<file path="config.mk">
export PLATFORM = sky130hd
export DESIGN_NAME = uart_tx_flat
export DESIGN_NICKNAME = d
export VERILOG_FILES = /design/src/rtl/uart_tx_if.sv /design/src/rtl/uart_tx.sv /design/src/flat_wrapper.sv
export SDC_FILE = /design/constraint.sdc
export NUM_CORES = 1
export LEC_CHECK = 0
export ABC_AREA = 1
export CORE_MARGIN = 1.5
export CORE_UTILIZATION = 55
export CTS_CLUSTER_SIZE = 10
export DETAILED_ROUTE_END_ITERATION = 12
export DONT_BUFFER_PORTS = 1
export PLACE_DENSITY = 0.78
export SYNTH_ARGS = -nofsm -noshare
export SYNTH_HDL_FRONTEND = slang
export SYNTH_SLANG_ARGS = --single-unit
</file>
<file path="constraint.sdc">
create_clock -name clk -period 1.7 [get_ports clk]
set_input_delay 0.085 -clock clk [delete_from_list [all_inputs] [get_ports clk]]
set_output_delay 0.085 -clock clk [all_outputs]
set_load 0.005 [all_outputs]
</file>
<file path="src/rtl/uart_tx_if.sv">
// Byte handshake between an upstream producer and the UART transmitter.
// The producer holds tx_data/tx_valid; the transmitter answers with tx_ready.
interface uart_tx_if;
  logic [7:0] tx_data;
  logic       tx_valid;
  logic       tx_ready;

  modport master (
    output tx_data,
    output tx_valid,
    input  tx_ready
  );

  modport slave (
    input  tx_data,
    input  tx_valid,
    output tx_ready
  );
endinterface

</file>
<file path="src/rtl/uart_tx.sv">
// UART transmitter: idle-high line, one start bit, 8 data bits LSB first,
// optional parity, one or two stop bits; bytes arrive over a valid/ready handshake.
module uart_tx #(
  parameter int CLKS_PER_BIT = 868,
  parameter int PARITY       = 0,
  parameter int STOP_BITS    = 1
) (
  input  logic       clk,
  input  logic       reset,
  uart_tx_if.slave   bus,
  output logic       tx,
  output logic       frame_done
);

  localparam int              CNT_W     = $clog2(CLKS_PER_BIT);
  localparam logic [CNT_W-1:0] CNT_LAST = CNT_W'(CLKS_PER_BIT - 1);
  localparam logic [CNT_W-1:0] CNT_PRE  = CNT_W'(CLKS_PER_BIT - 2);
  localparam logic            STOP_LAST = 1'(STOP_BITS - 1);

  typedef enum logic [2:0] {
    S_IDLE,
    S_START,
    S_DATA,
    S_PARITY,
    S_STOP
  } state_t;

  state_t           state;
  logic [CNT_W-1:0] cnt;
  logic [2:0]       bit_idx;
  logic             stop_idx;
  logic [7:0]       shreg;
  logic             par_bit;
  logic             ready;

  // Even parity is the XOR of the data bits; odd parity is its inverse.
  function automatic logic parity_of(input logic [7:0] d);
    return (PARITY == 1) ? ~(^d) : (^d);
  endfunction

  assign bus.tx_ready = ready;

  always_ff @(posedge clk) begin
    if (reset) begin
      state      <= S_IDLE;
      cnt        <= '0;
      bit_idx    <= '0;
      stop_idx   <= 1'b0;
      shreg      <= '0;
      par_bit    <= 1'b0;
      tx         <= 1'b1;
      ready      <= 1'b0;
      frame_done <= 1'b0;
    end else begin
      frame_done <= 1'b0;
      case (state)
        S_IDLE: begin
          cnt      <= '0;
          bit_idx  <= '0;
          stop_idx <= 1'b0;
          tx       <= 1'b1;
          if (bus.tx_valid && ready) begin
            shreg   <= bus.tx_data;
            par_bit <= parity_of(bus.tx_data);
            tx      <= 1'b0;
            ready   <= 1'b0;
            state   <= S_START;
          end else begin
            ready <= 1'b1;
          end
        end

        S_START: begin
          if (cnt == CNT_LAST) begin
            cnt   <= '0;
            tx    <= shreg[0];
            state <= S_DATA;
          end else begin
            cnt <= cnt + CNT_W'(1);
          end
        end

        // tx always mirrors shreg[0]; the next bit is shreg[1] before the shift lands.
        S_DATA: begin
          if (cnt == CNT_LAST) begin
            cnt   <= '0;
            shreg <= {1'b0, shreg[7:1]};
            if (bit_idx == 3'd7) begin
              bit_idx <= '0;
              if (PARITY != 0) begin
                tx    <= par_bit;
                state <= S_PARITY;
              end else begin
                tx    <= 1'b1;
                state <= S_STOP;
              end
            end else begin
              bit_idx <= bit_idx + 3'd1;
              tx      <= shreg[1];
            end
          end else begin
            cnt <= cnt + CNT_W'(1);
          end
        end

        S_PARITY: begin
          if (cnt == CNT_LAST) begin
            cnt   <= '0;
            tx    <= 1'b1;
            state <= S_STOP;
          end else begin
            cnt <= cnt + CNT_W'(1);
          end
        end

        // frame_done is raised one edge early so it is high during the final stop cycle.
        S_STOP: begin
          tx <= 1'b1;
          if (cnt == CNT_LAST) begin
            cnt <= '0;
            if (stop_idx == STOP_LAST) begin
              stop_idx <= 1'b0;
              ready    <= 1'b1;
              state    <= S_IDLE;
            end else begin
              stop_idx <= 1'b1;
            end
          end else begin
            cnt <= cnt + CNT_W'(1);
            if (cnt == CNT_PRE && stop_idx == STOP_LAST) begin
              frame_done <= 1'b1;
            end
          end
        end

        default: begin
          state <= S_IDLE;
          tx    <= 1'b1;
          ready <= 1'b0;
        end
      endcase
    end
  end

endmodule

</file>
<file path="src/flat_wrapper.sv">
// flat-port wrapper written by rule: the top's interface ports become plain ports
module uart_tx_flat 
#(
  parameter int CLKS_PER_BIT = 868,
  parameter int PARITY       = 0,
  parameter int STOP_BITS    = 1
)
  (clk, reset, tx, frame_done, bus_tx_data, bus_tx_valid, bus_tx_ready);
  uart_tx_if bus_i ();
  input  logic clk;
  input  logic reset;
  output logic tx;
  output logic frame_done;
  input wire logic [$bits(bus_i.tx_data)-1:0] bus_tx_data;
  input wire logic [$bits(bus_i.tx_valid)-1:0] bus_tx_valid;
  output wire logic [$bits(bus_i.tx_ready)-1:0] bus_tx_ready;
  assign bus_i.tx_data = bus_tx_data;
  assign bus_i.tx_valid = bus_tx_valid;
  assign bus_tx_ready = bus_i.tx_ready;
  uart_tx #(.CLKS_PER_BIT(CLKS_PER_BIT), .PARITY(PARITY), .STOP_BITS(STOP_BITS)) u_core (.clk(clk), .reset(reset), .bus(bus_i), .tx(tx), .frame_done(frame_done));
endmodule
</file>
==> results.cfg <==
[cells_and_area]
mostFrequentLayoutCells = 53 x nand2_1, 28 x dfxtp_1, 27 x nor2_1
nets = 239
n_antenna_cell = 0
drive_gt1_frac = 0.171
syn_to_final_growth_pct = 7.65
layout_commonest_cell = nand2_1

[sta]
worst_pin_slew_ns = 0.522
maxSlewHeadroom = 0.651
worst_clock_skew_ns = 0.0133
setup_viol = 0
setup_tns_ns = 0
fin_crit_ns = 1.50
slew_viol_final = 0
hold_viol_final = 0
clock.fmax_mhz = 665
rsz0062_at_grt = false
fin_crit_sh = 0.884

[clocking]
cts_setup_buffers = 0
cts_buffers = 3
clock_latency_ns = 0.32
root_buffer = clkbuf_4
htree_levels = 1
ctsLongestPathBuffers = 2
path_clk_slew_ns = 0.15
cts.sinks = 28
tritoncts = done

[logic_synthesis]
synth_top_family_by_area = simple AND/OR/NAND/NOR gates
yosysWarnings = 0
synth_cells = 215
synth-edff-count = 0
synthMuxAreaShare = 0
synthSimpleGateAreaFrac = 0.388
yosysSeqAreaShare = 0.365
synth_compound_area_frac = 0.128
synth_adder_area_share = 0.0326
netlist_area_um2 = 1540
synth_cell_types = 35
ys.flop_type = dfxtp_1
syn_nets = 230
synth_seq_cells = 28
async_reset_ff_frac = 0
synth-xor-area-share = 0.0228
avgSynthCellArea_um2 = 7.15

[power]
p_seq_frac = 0.459
pwr-share-clk = 0.134
total_power_mw = 1.98
p_comb_frac = 0.407
internal-power_mw = 1.16
p_sw_frac = 0.418
power_density_nw_per_um2 = 1200
leakagePower_nw = 0.712
peakVddDrop_mv = 0.995
power.switching_mw = 0.830

[floorplanning]
initial_core_util = 0.598
die_h_um = 55.9
die_w_um = 55.9
ios = 14
die_area_um2 = 3120
core_um2 = 2570
rows = 18

[setup_path]
startpoint = u_core.cnt[1]
critPathBufInv = 1
rrSetupSlack_ns = 0.20
r2r_cells = 8
rr_startpoint = u_core.cnt[1]
crit_family = simple AND/OR/NAND/NOR gates
slowest_delay_ns = 0.41
crit_fanout = 9
path_depth = 8
cp-start-kind = flip-flop
r2r_end = u_core.shreg[7]
critPathSlowestCell = dfxtp_1
worstSetupEndpointType = flip-flop
worstSetupEndpoint = u_core.shreg[7]
worstPathCellList = ha_2 > nand3_4 > nor2_8 > nand2_2 > nand2_4 > inv_2 > a21oi_2 > nor2_1
crit_type = flip-flop to flip-flop
crit_arrival_ns = 1.73
cp_data_required_time_ns = 1.92

[run]
cap_violations = 0

[global_routing]
grt_max_degree = 15
antenna_found_initial = 0
grt_pass1_vias = 1348
grt_usage = 0.220
gr-total-overflow = 0
grt_pass1_wl_mm = 5.60

[route]
wirelength_mm = 3.12
drtIter0Drc = 46
drc = 0
vias = 1358
viasPerCell = 5.39
dr.pass1.iters = 4
ant_nets = 0
avgRoutedWirePerCell_um = 12.4

[placement]
portBuffers = 0
hpwl_mm = 2.35
gp_congestion = 0.843

[status]
status = finished clean

[worst_hold_path]
hold_class = input port to flip-flop
## metrics by stage
step | cell area, µm² | worst slack [ns] | util | cells | hold WS (ns)
2_1_floorplan | 1540 | 0.345 | - | 215 | 0.212
3_3_place_gp | 1570 | 0.272 | 0.610 | 243 | 0.149
3_5_place_dp | 1570 | 0.173 | 0.610 | 243 | 0.150
4_1_cts | 1650 | 0.131 | 0.642 | 252 | 0.00239
5_1_grt | 1650 | 0.0445 | 0.644 | 252 | 0.0133
6_report | 1650 | 0.196 | 0.644 | 252 | 0.00850
## power by group through the flow
stage                     registers [mW]  clock network, mW  logic [mW]
final                              0.911              0.266       0.808
after global placement             0.917                  0       0.755
after detailed placement           0.926                  0       0.790
after floorplan                    0.900                  0       0.649
after CTS                          0.910              0.280       0.810
after global routing               0.937              0.298       0.921
## kinds of logic (layout without fill, tap and decap cells)
group,count (synthesis),count (layout)
xor gates and xnor gates,4,4
DFF,28,28
AOI/OAI and AO/OA,34,34
buffers and inverters,25,32
adders and majority gates,4,4
and+or+nand+nor,120,120
## how the worst min path moves through the flow
| stage | start | endpoint | slack [ns] | cells past startpoint |
|---|---|---|---|---|
| 4_1_cts | bus_tx_data[2] | u_core.shreg[2] | 0.002 | 4 |
| 5_1_grt | bus_tx_data[4] | u_core.shreg[4] | 0.01 | 4 |
| 6_report | bus_tx_data[3] | u_core.shreg[3] | 0.009 | 4 |
| 3_3_place_gp | reset | u_core.state[1] | 0.15 | 1 |
| 3_5_place_dp | reset | u_core.state[1] | 0.15 | 1 |
| 2_1_floorplan | bus_tx_data[7] | u_core.shreg[7] | 0.21 | 2 |
## tightest hold or removal path, cell delays in order
cell and delay (ns):
nand2_1 0.03, nand2_1 0.05, nor2_1 0.04, nor2_1 0.10
## flip-flops by register name (all words and copies together) (netlist names)
| name | flops |
|---|---|
| u_core.stop_idx | 1 |
| u_core.state | 3 |
| u_core.bit_idx | 3 |
| u_core.tx | 1 |
| u_core.bus.tx_ready | 1 |
| u_core.cnt | 10 |
| u_core.frame_done | 1 |
| u_core.shreg | 8 |
## area by class of cell
| cell class | instances | area, µm² |
|---|---|---|
| well taps | 30 | 37.5 |
| clock buffers | 3 | 22.5 |
| inverters | 22 | 83.8 |
| flip-flops and latches | 28 | 561 |
| multi-input cells | 162 | 882 |
| fillers | 246 | 913 |
| repair buffers | 7 | 67.6 |
## synthesized netlist by cell type, types with 2 or more instances
library cell | count | share of area
a21oi_1 | 12 | 0.039
a21oi_2 | 2 | 0.011
dfxtp_1 | 28 | 0.36
ha_1 | 4 | 0.033
inv_1 | 15 | 0.037
inv_2 | 6 | 0.015
nand2_1 | 53 | 0.13
nand2_2 | 7 | 0.029
nand3_1 | 11 | 0.036
nand4_1 | 2 | 0.0081
nor2_1 | 28 | 0.068
nor2_2 | 5 | 0.020
nor2_4 | 2 | 0.015
nor3_1 | 2 | 0.0065
nor3_2 | 2 | 0.013
o21ai_0 | 8 | 0.026
o21ai_1 | 8 | 0.026
xor2_1 | 3 | 0.017
## timing repair
| action | 4_1_cts | 5_1_grt |
|---|---|---|
| gates resized for setup | 0 | 2 |
| hold buffers | 6 | 0 |
| endpoints found under the hold margin | 16 | 0 |
| setup endpoints to repair | 0 | 1 |
## layer usage
layer / vias up / wire length, µm / track usage
met5: - / 0 / 0
met4: 0 / 28 / 0.0816
met3: 4 / 89 / 0.0233
met2: 20 / 1450 / 0.378
met1: 627 / 1550 / 0.285
li1: 707 / - / -
Power figures use the tool's default switching activity.
